--- src/rtl/dmem_mshr_ctrl.sv ---
// Data-memory controller: direct-mapped write-through cache with an in-order
// MSHR queue for non-blocking load misses, sharing one backing-memory port.
module dmem_mshr_ctrl #(
  parameter int SETS       = 16,
  parameter int MSHR_DEPTH = 4
) (
  input  logic        clk,
  input  logic        rst,
  input  logic        mmio_req,
  input  logic        mmio_lw,
  input  logic [31:0] mmio_addr,
  input  logic [31:0] mmio_data_write,
  input  logic [4:0]  mmio_regD,
  output logic [31:0] mmio_data_read,
  output logic        hit_ack,
  output logic        miss_send,
  output logic        passive_stall,
  output logic        load_done_stall,
  output logic [4:0]  regD_done,
  output logic        mem_req,
  output logic        mem_we,
  output logic [31:0] mem_addr,
  output logic [31:0] mem_wdata,
  input  logic        mem_gnt,
  input  logic        mem_rvalid,
  input  logic [31:0] mem_rdata
);

  localparam int IDX_W = $clog2(SETS);
  localparam int TAG_W = 30 - IDX_W;
  localparam int PTR_W = (MSHR_DEPTH > 1) ? $clog2(MSHR_DEPTH) : 1;
  localparam int CNT_W = $clog2(MSHR_DEPTH + 1);

  typedef enum logic [1:0] {
    IDLE     = 2'd0,
    RD_ISSUE = 2'd1,
    RD_WAIT  = 2'd2,
    DONE     = 2'd3
  } state_t;

  state_t              state_r, state_s;
  logic [SETS-1:0]     valid_r;
  logic [TAG_W-1:0]    tag_r  [SETS];
  logic [31:0]         data_r [SETS];
  logic [31:0]         q_addr_r [MSHR_DEPTH];
  logic [4:0]          q_regd_r [MSHR_DEPTH];
  logic [PTR_W-1:0]    head_r, tail_r;
  logic [CNT_W-1:0]    count_r;
  logic [31:0]         refill_data_r;

  logic [IDX_W-1:0]    req_idx_s, head_idx_s;
  logic [TAG_W-1:0]    req_tag_s, head_tag_s;
  logic [31:0]         head_addr_s;
  logic                hit_s, push_s, pop_s, fill_s, st_upd_s;

  function automatic logic [PTR_W-1:0] ptr_inc(input logic [PTR_W-1:0] p);
    if (p == PTR_W'(MSHR_DEPTH - 1)) begin
      return '0;
    end else begin
      return p + PTR_W'(1);
    end
  endfunction

  assign req_idx_s   = mmio_addr[2 +: IDX_W];
  assign req_tag_s   = mmio_addr[31 -: TAG_W];
  assign head_addr_s = q_addr_r[head_r];
  assign head_idx_s  = head_addr_s[2 +: IDX_W];
  assign head_tag_s  = head_addr_s[31 -: TAG_W];
  assign hit_s       = valid_r[req_idx_s] && (tag_r[req_idx_s] == req_tag_s);

  // Refill sequencing plus same-cycle response to the pipeline request.
  always_comb begin
    state_s         = state_r;
    mmio_data_read  = 32'd0;
    hit_ack         = 1'b0;
    miss_send       = 1'b0;
    passive_stall   = 1'b0;
    load_done_stall = 1'b0;
    regD_done       = 5'd0;
    mem_req         = 1'b0;
    mem_we          = 1'b0;
    mem_addr        = 32'd0;
    mem_wdata       = 32'd0;
    push_s          = 1'b0;
    pop_s           = 1'b0;
    fill_s          = 1'b0;
    st_upd_s        = 1'b0;

    case (state_r)
      IDLE: begin
        // A store can only issue with count==0, so this never collides with it.
        if (count_r != CNT_W'(0)) begin
          state_s = RD_ISSUE;
        end else begin
          state_s = IDLE;
        end
      end
      RD_ISSUE: begin
        mem_req  = 1'b1;
        mem_addr = head_addr_s;
        if (mem_gnt) begin
          state_s = RD_WAIT;
        end else begin
          state_s = RD_ISSUE;
        end
      end
      RD_WAIT: begin
        if (mem_rvalid) begin
          fill_s  = 1'b1;
          state_s = DONE;
        end else begin
          state_s = RD_WAIT;
        end
      end
      DONE: begin
        load_done_stall = 1'b1;
        regD_done       = q_regd_r[head_r];
        mmio_data_read  = refill_data_r;
        pop_s           = 1'b1;
        state_s         = IDLE;
      end
      default: begin
        state_s = IDLE;
      end
    endcase

    // Requests are ignored during DONE, so a push never meets a pop.
    if (mmio_req && (state_r != DONE)) begin
      if (mmio_lw) begin
        if (hit_s) begin
          hit_ack        = 1'b1;
          mmio_data_read = data_r[req_idx_s];
        end else if (count_r < CNT_W'(MSHR_DEPTH)) begin
          miss_send = 1'b1;
          push_s    = 1'b1;
        end else begin
          passive_stall = 1'b1;
        end
      end else begin
        if ((state_r == IDLE) && (count_r == CNT_W'(0))) begin
          mem_req   = 1'b1;
          mem_we    = 1'b1;
          mem_addr  = mmio_addr;
          mem_wdata = mmio_data_write;
          if (mem_gnt) begin
            hit_ack  = 1'b1;
            st_upd_s = hit_s;
          end else begin
            passive_stall = 1'b1;
          end
        end else begin
          passive_stall = 1'b1;
        end
      end
    end else begin
      push_s = 1'b0;
    end
  end

  // FSM state and latched refill word.
  always_ff @(posedge clk or posedge rst) begin
    if (rst) begin
      state_r       <= IDLE;
      refill_data_r <= 32'd0;
    end else begin
      state_r <= state_s;
      if (fill_s) begin
        refill_data_r <= mem_rdata;
      end
    end
  end

  // Cache valid bits; stores never allocate.
  always_ff @(posedge clk or posedge rst) begin
    if (rst) begin
      valid_r <= '0;
    end else if (fill_s) begin
      valid_r[head_idx_s] <= 1'b1;
    end
  end

  // Cache tag/data arrays, qualified by valid_r so they need no reset.
  always_ff @(posedge clk) begin
    if (fill_s) begin
      tag_r[head_idx_s]  <= head_tag_s;
      data_r[head_idx_s] <= mem_rdata;
    end else if (st_upd_s) begin
      data_r[req_idx_s] <= mmio_data_write;
    end
  end

  // MSHR entry storage, written at the tail on a miss.
  always_ff @(posedge clk) begin
    if (push_s) begin
      q_addr_r[tail_r] <= mmio_addr;
      q_regd_r[tail_r] <= mmio_regD;
    end
  end

  // MSHR pointers and occupancy.
  always_ff @(posedge clk or posedge rst) begin
    if (rst) begin
      head_r  <= '0;
      tail_r  <= '0;
      count_r <= '0;
    end else begin
      if (push_s) begin
        tail_r <= ptr_inc(tail_r);
      end
      if (pop_s) begin
        head_r <= ptr_inc(head_r);
      end
      case ({push_s, pop_s})
        2'b10:   count_r <= count_r + CNT_W'(1);
        2'b01:   count_r <= count_r - CNT_W'(1);
        default: count_r <= count_r;
      endcase
    end
  end

endmodule
--- config.mk ---
export PLATFORM = sky130hd
export DESIGN_NAME = dmem_mshr_ctrl
export DESIGN_NICKNAME = d
export VERILOG_FILES = /design/src/rtl/dmem_mshr_ctrl.sv
export SDC_FILE = /design/constraint.sdc
export NUM_CORES = 1
export LEC_CHECK = 0
export CAP_MARGIN = 30
export CORE_UTILIZATION = 35
export CTS_BUF_LIST = sky130_fd_sc_hd__clkbuf_2 sky130_fd_sc_hd__clkbuf_4 sky130_fd_sc_hd__clkbuf_8
export DETAILED_ROUTE_END_ITERATION = 16
export DONT_BUFFER_PORTS = 1
export GPL_TIMING_DRIVEN = 0
export PLACE_DENSITY = 0.48
export SYNTH_ARGS = -nofsm -noshare
export SYNTH_HDL_FRONTEND = slang
export SYNTH_SLANG_ARGS = --single-unit
--- constraint.sdc ---
create_clock -name clk -period 6.7 [get_ports clk]
set_clock_uncertainty 0.1 [all_clocks]
set_input_delay 0.67 -clock clk [delete_from_list [all_inputs] [get_ports clk]]
set_output_delay 0.67 -clock clk [all_outputs]
set_load 0.02 [all_outputs]
==> out/qor.tcl, run 1 <==
set qor(finalHoldViolCount) 0
set qor(synthArstFlopShare_pct) 5.03
set qor(main_combinational_cell_family_by_area_after_synthesis) {multiplexers}
set qor(setup_slack_ns) 0.230
set qor(start_util_pct) 35.3
set qor(die_area_sq_um) 130000
set qor(hp-class) {in -> async}
set qor(synthCells) 2123
set qor(ctsHtreeMaxLevel) 4
set qor(syn_area_sq_um) 45000
set qor(post-place-ws_ns) -0.140
set qor(post-cts-setup-buffers) 0
set qor(grt_pass1_vias) 24200
set qor(largest_net_degree_at_the_start_of_global_routing) 58
set qor(finish.net_count) 2632
set qor(netlist_top_cells_count) {edfxtp_1 (1076), mux4_2 (278), mux2i_1 (72)}
set qor(avgViaCountPerCell) 5.33
set qor(synth_seq_cells) 1133
set qor(timing.critical_path.arrival_ns) 5.70
set qor(place.port_buffers) 0
set qor(synth.mux.area_fraction_pct) 17.4
set qor(synth_fa_ha_area_share_pct) 0.184
set qor(finalCritPeriodShare_pct) 96.6
set qor(timing_limited_maximum_frequency_mhz) 155
set qor(clock_tree.root_cell) {clkbuf_8}
set qor(clock-sinks) 1133
set qor(endpoint_kind) {output pin}
set qor(report.power.total_uw) 17400
set qor(drt-pass1-iter-count) 5
set qor(timing.critical_path.fanout_max) 19
set qor(fraction_of_synthesized_cell_area_in_xor_and_xnor_cells_pct) 0.623
set qor(synthMostInstantiatedCell) {edfxtp_1}
set qor(dieHeight_um) 361
set qor(clock_insertion_delay_worst_skew_ns) 0.92
set qor(detailed_placement_wirelength_estimate_um) 86300
set qor(number_of_nets_with_antenna_violations_after_detailed_routing) 0
set qor(synthesis.area_per_instance_sq_um) 21.2
set qor(floorplan.core_area_sq_um) 128000
set qor(number_of_antenna_violations_at_the_first_check_in_global_routing) 7
set qor(fraction_of_layout_instances_using_a_drive_strength_above_1_pct) 32.1
set qor(power_density_nw_per_um2) 323
set qor(slew-limit-headroom_pct) 33.1
set qor(rsz_0062_raised_after_global_routing) {false}
set qor(drt_wl_total_um) 128000
set qor(synth.yosys.warnings) 0
set qor(horiz_die_dim_um) 361
set qor(worstMarginPinSlew_ns) 1.00
set qor(finalWeightedCongestion) 0.772
set qor(drt_iter0_drc) 2037
set qor(irDropWorstVdd_uv) 230
set qor(final_standard_cell_count_with_taps_included_and_fillers_excluded) 4345
set qor(floorplan.rows) 131
set qor(globalRouteTotalUtil_pct) 19.8
set qor(final_max_slew_viol_count) 0
set qor(cts_tree) {done}
set qor(ys.flop_type) {edfxtp_1}
set qor(clock_tree.buffer_depth) 3
set qor(number_of_synthesized_flops_with_an_enable_pin) 1076
set qor(clkTransAtPathRegs_ns) 0.06
set qor(vias) 23200
set qor(synth_simple_gate_area_share_pct) 2.67
set qor(top_level_ports) 214
set qor(timing.final.crit_period_ns) 6.47
set qor(max_cap_violation_count) 0
set qor(post_route_hold_slack_ns) 0.116
set qor(grt_pass1_wl_um) 181000
set qor(startpoint_type) {input port}
set qor(setup_violations) 0
set qor(area_growth_pct) 19.8
set qor(syn-num-nets) 2236
set qor(synth_compound_gate_area_share_pct) 2.49
set qor(overflow) 0
set qor(worst_ep_required_time_ns) 5.93
set qor(synth.area.top_cells) {edfxtp_1 (72%), mux4_2 (14%), dfrtp_1 (3.2%)}
set qor(dp.cells) 3888
set qor(synthDominantCellAreaShare_pct) 71.8
set qor(result_of_the_run) {finished, final reports clean}
set qor(cellLeakagePower_uw) 0.0179
set qor(synth.yosys.seq_area_share_pct) 75.0
set qor(post_synthesis_cell_type_with_the_largest_combined_area) {edfxtp_1}
set qor(unique_cell_type_count_in_the_yosys_netlist) 55
set qor(criticalPathCategory) {in -> out}
set qor(drc_errors) 0
set qor(cts_buffers) 190
set qor(routedWlPerCell_um) 29.6
where the power goes:
| part | internal, uW | total, uW | switching [uW] |
|---|---|---|---|
| sequential | 8460 | 8590 | 130 |
| clock | 3320 | 6140 | 2820 |
| combinational | 921 | 2690 | 1770 |
through the flow:
step	TNS (ns)	area (sq um)	utilization (%)
3_3_place_gp	-3040.59	47100	36.9
2_1_floorplan	0	45000	-
3_5_place_dp	-4.83	49100	38.5
4_1_cts	0	53900	42.2
5_1_grt	0	53900	42.3
6_report	0	53900	42.3
flip-flops by register name, summed over array words and instances (netlist names), named ones only:
name and cells:
data_r 512, q_regd_r 20, head_r 2, refill_data_r 32, tail_r 2, count_r 3, q_addr_r 128, tag_r 416
valid_r 16, state_r 1
routing by layer:
metal,GRT usage (%),wire (um),up-vias
met3,5.17,9190,152
met2,31.9,62400,853
met5,0,0,-
met1,26.9,54700,12500
li1,-,-,9623
met4,4.74,2170,0
critical path, stage by stage:
cell and delay (ns):
buf_2 0.19, buf_2 0.42, buf_2 0.42, buf_2 0.60, mux4_2 0.44, a221oi_1 0.34
xor2_1 0.25, o211ai_1 0.28, nor4_4 0.58, nand4_1 0.48, buf_8 0.31, buf_2 0.22
o21ai_1 0.45
cell type report:
class / count / area (sq um)
buffer: 111 / 562
clock inverter: 73 / 442
inverter: 56 / 213
multi-input combinational: 822 / 10800
fill: 11200 / 73600
antenna: 4 / 10.0
timing repair buffer: 205 / 2770
clock buffer: 279 / 3350
sequential: 1133 / 33700
tap: 1662 / 2080
logic make-up (layout without fill, tap and decap cells):
kind of cell	count (synthesis)	in the layout
mux	416	416
buf+inv	168	724
flops	1133	1133
fa+ha+maj	6	6
xor+xnor	32	32
simple gates	215	215
compound gates	153	153
other cells	0	4
timing repair:
item / 4_1_cts / 5_1_grt
gates resized for setup: 7 / 3
endpoints found under the hold margin: 656 / 0
endpoints found under the setup margin: 13 / 8
hold buffers: 99 / 0
placed cells by master, fill, tap and decap left out, drive strengths merged, types with 8 or more instances in the layout:
cell and n:
and3 16, xor2 17, buf 159, clkbuf 335
or2 9, o21ai 35, mux2i 72, o31ai 17
xnor2 15, inv 63, mux2 66, nor2 9
nor2b 9, nand2 63, and2 43, clkinv 59
a221oi 8, nor3 15, nor4 9, nand2b 18
dfrtp 57, edfxtp 1076, nand3 12, dlygate4sd3 99
mux4 278, a22oi 27, a22o 39
final timing paths:
check                             start                 end  slack, ns  depth (start not counted)
hold / removal                      rst   refill_data_r[13]       0.12                          2
min in group clk                mmio_lw          count_r[0]       0.12                          3
setup reg to reg           tag_r[14][0]      data_r[11][12]       1.13                         13
hold reg to reg             valid_r[12]         valid_r[12]       0.36                          1
max in group asynchronous           rst          valid_r[1]       5.81                          3
setup / recovery           mmio_addr[3]  mmio_data_read[11]       0.23                         13
(Power assumes the default switching activity.)
==> run 2, diff against run 1 <==
--- a/config.mk
+++ b/config.mk
@@ -5,11 +5,13 @@
 export SDC_FILE = /design/constraint.sdc
 export NUM_CORES = 1
 export LEC_CHECK = 0
+export ABC_AREA = 1
 export CAP_MARGIN = 30
 export CORE_UTILIZATION = 35
 export CTS_BUF_LIST = sky130_fd_sc_hd__clkbuf_2 sky130_fd_sc_hd__clkbuf_4 sky130_fd_sc_hd__clkbuf_8
 export DETAILED_ROUTE_END_ITERATION = 16
 export DONT_BUFFER_PORTS = 1
+export GPL_ROUTABILITY_DRIVEN = 0
 export GPL_TIMING_DRIVEN = 0
 export PLACE_DENSITY = 0.48
 export SYNTH_ARGS = -nofsm -noshare
==> run 2 against run 1 <==
Clock power grew 1%. Utilization shrank 0.39 points. Flip-flop and latch count is the same. Worst setup slack gained 0.63 ns. Combinational power grew 46%. Via count grew 49%. Non-clock buffer count grew 103. First-iteration DRC count grew 81%. Worst hold slack lost 0.024 ns. Critical path type unchanged. Critical endpoint is now mmio_data_read[25]. Largest cell class unchanged.
==> out/qor.tcl, run 2 <==
set qor(grt_pass1_wl_um) 251000
set qor(holdCritStartpoint) {mem_rdata[19]}
set qor(vias) 34600
set qor(cp-startpoint) {mmio_addr[4]}
set qor(netlist_top_cells_count) {edfxtp_1 (1076), nand2_1 (944), nor2_1 (523)}
set qor(timing_limited_maximum_frequency_mhz) 171
set qor(drc_errors) 0
set qor(timing.critical_path.arrival_ns) 5.07
set qor(clock_insertion_delay_worst_skew_ns) 0.88
set qor(critical_path.reg2reg.startpoint) {tag_r[1][0]}
set qor(finish.net_count) 4677
set qor(largest_register_ffs) 512
set qor(cellLeakagePower_uw) 0.0207
set qor(internal-power_uw) 12900
set qor(number_of_antenna_violations_at_the_first_check_in_global_routing) 6
set qor(ctsHtreeMaxLevel) 4
set qor(grt_pass1_vias) 33200
set qor(horiz_die_dim_um) 370
set qor(result_of_the_run) {finished, final reports clean}
set qor(criticalPathCategory) {in -> out}
set qor(endpoint_kind) {output pin}
set qor(synth_seq_cells) 1133
set qor(drt_iter0_drc) 3696
set qor(leading_cell_type_in_the_layout_fill_and_taps_excluded) {edfxtp_1}
set qor(layout.filler_cells) 12900
set qor(syn_area_sq_um) 47400
set qor(synth.yosys.seq_area_share_pct) 71.1
set qor(start_util_pct) 35.4
set qor(hp-class) {in -> reg}
set qor(cts_tree) {done}
set qor(clkTransAtPathRegs_ns) 0.06
set qor(irDropWorstVdd_uv) 190
set qor(rsz_0062_raised_after_global_routing) {false}
set qor(overflow) 0
set qor(final_max_slew_viol_count) 0
set qor(synthesis.area_per_instance_sq_um) 11.3
set qor(finalHoldViolCount) 0
set qor(synthArstFlopShare_pct) 5.03
set qor(startpoint_type) {input port}
set qor(globalRouteTotalUtil_pct) 26.0
set qor(number_of_nets_with_antenna_violations_after_detailed_routing) 0
set qor(timing.rr.end) {data_r[7][16]}
set qor(worstMarginPinSlew_ns) 1.10
set qor(power.net_switching_uw) 6040
set qor(final_cell_area_sq_um) 56100
set qor(sequentialPowerShare_pct) 46.3
set qor(comb_power_share_pct) 20.8
set qor(synthDominantCellAreaShare_pct) 68.1
set qor(timing.final.crit_period_ns) 5.84
set qor(cts_buffers) 192
set qor(finalCritPeriodShare_pct) 87.2
set qor(detailed_placement_wirelength_estimate_um) 122000
set qor(post-cts-setup-buffers) 0
set qor(clock_tree.root_cell) {clkbuf_8}
set qor(unique_cell_type_count_in_the_yosys_netlist) 36
set qor(synth.area.top_cells) {edfxtp_1 (68%), nand2_1 (7.5%), o21ai_0 (4.6%)}
set qor(dpl_cell_area_sq_um) 51600
set qor(reg2reg_setup_slack_ns) 2.27
set qor(area_growth_pct) 18.3
set qor(setup_violations) 0
set qor(worst_ep_required_time_ns) 5.93
set qor(largest_registers) {data_r x512, tag_r x416, q_addr_r x128}
set qor(floorplan.core_area_sq_um) 134000
set qor(drt-pass1-iter-count) 7
set qor(post_synthesis_cell_type_with_the_largest_combined_area) {edfxtp_1}
set qor(dieHeight_um) 370
set qor(ys.flop_type) {edfxtp_1}
set qor(top_level_ports) 214
set qor(fraction_of_layout_instances_using_a_drive_strength_above_1_pct) 12.2
set qor(avgViaCountPerCell) 5.33
set qor(die_area_sq_um) 137000
set qor(floorplan.rows) 134
set qor(crit_end) {mmio_data_read[25]}
set qor(synthCells) 4198
set qor(timing.critical_path.fanout_max) 10
set qor(reg2reg_depth) 15
set qor(final.setup.tns_ns) 0
set qor(pwr-share-clk_pct) 32.9
set qor(post_cts_resized) 0
set qor(synth.yosys.warnings) 0
set qor(switching_share_pct) 32.0
set qor(number_of_synthesized_flops_with_an_enable_pin) 1076
set qor(largest_net_degree_at_the_start_of_global_routing) 53
set qor(max_cap_violation_count) 0
set qor(drt_wl_total_um) 180000
set qor(power_density_nw_per_um2) 337
set qor(clock_tree.buffer_depth) 3
set qor(routedWlPerCell_um) 27.7
set qor(syn-num-nets) 4311
set qor(most-common-layout-cells) {edfxtp_1 (1076), nand2_1 (944), nor2_1 (487)}
set qor(slew-limit-headroom_pct) 25.8
set qor(place.port_buffers) 0
set qor(synthMostInstantiatedCell) {edfxtp_1}
set qor(top_register) {data_r}
set qor(clock-sinks) 1133
==> run 2: changes by cell type in the layout (fill, tap and decap cells not counted), moves of 86 or more <==
cell	previous run	this run
o21ai_0	6	438
nor2_1	8	487
mux4_2	278	0
o221ai_1	0	86
inv_1	45	289
nand3_1	11	310
nand2_1	63	944
clkbuf_1	52	152
==> run 2: critical path, stage by stage <==
cell	delay, ns
buf_2	0.35
buf_1	0.85
nand3_1	0.20
nand3_1	0.26
nand2_1	0.09
nand2_1	0.14
nand2_1	0.07
nor2_1	0.13
nand2_1	0.06
nor2_1	0.11
nand2_1	0.10
nor2_4	0.36
nand2_2	0.32
clkbuf_1	0.34
buf_8	0.24
o21ai_0	0.70
==> run 2: worst min-delay path by stage <==
stage / end / slack [ns] / cells past startpoint
3_3_place_gp: valid_r[7] / 0.34 / 2
4_1_cts: data_r[3][19] / 0.003 / 2
2_1_floorplan: valid_r[2] / 0.33 / 2
5_1_grt: data_r[3][19] / 0.05 / 2
3_5_place_dp: tail_r[0] / 0.34 / 1
6_report: data_r[3][19] / 0.09 / 2
==> run 2: layout make-up <==
type / count / area (sq um) / share of cell area (%)
diodes: 6 / 15.0 / 0.0268
plain buffers: 247 / 1190 / 2.13
clock buffers: 293 / 3450 / 6.15
clock inverters: 58 / 329 / 0.586
inverters: 301 / 1130 / 2.02
multi-input cells: 2517 / 11800 / 21.0
flip-flops and latches: 1133 / 33700 / 60.1
well taps: 1768 / 2210 / 3.94
repair buffers: 172 / 2250 / 4.00
==> run 2: power groups by stage <==
stage / clock [uW] / sequential (uW) / combinational (uW)
detailed placement: 0 / 8890 / 3850
finish: 6210 / 8750 / 3930
CTS: 6280 / 8750 / 3910
global placement: 0 / 8960 / 3380
global route: 6570 / 8780 / 4160
floorplan: 0 / 8880 / 1890
==> run 2: kinds of logic (layout without fill, tap and decap cells) <==
| group | count (synthesis) | in the layout | synth area share [%] |
|---|---|---|---|
| xor gates and xnor gates | 2 | 2 | 0.0369 |
| adders and majority gates | 6 | 6 | 0.174 |
| and+or+nand+nor | 1802 | 1802 | 15.2 |
| DFF | 1133 | 1133 | 71.1 |
| other | 0 | 6 | 0 |
| AOI/OAI and AO/OA | 707 | 707 | 8.55 |
| buffers and inverters | 548 | 1071 | 4.90 |
==> run 2: routing by layer <==
metal,vias to the layer above,track usage (%),part of all wire [%]
li1,15400,-,-
met1,17400,33.9,41
met2,1528,42.7,48
met3,285,4.04,6.8
met4,4,11.5,4.2
met5,-,0,0.014
==> run 2: what timing repair did <==
| item | 4_1_cts | 5_1_grt |
|---|---|---|
| hold buffers | 74 | 0 |
| setup endpoints to repair | 0 | 0 |
| endpoints found under the hold margin | 252 | 0 |
==> run 2: metrics by stage <==
step	utilization, %	setup WS (ns)	hold slack (ns)	power (uW)	cells
final	41.9	0.859	0.0913	18900	6495
after global routing	41.9	0.822	0.0504	19500	6491
after CTS	41.9	0.995	0.00321	18900	6489
after detailed placement	38.5	0.995	0.344	12700	6064
after global placement	37.1	-1.67	0.341	12300	5966
after floorplan	-	2.36	0.327	10800	4198
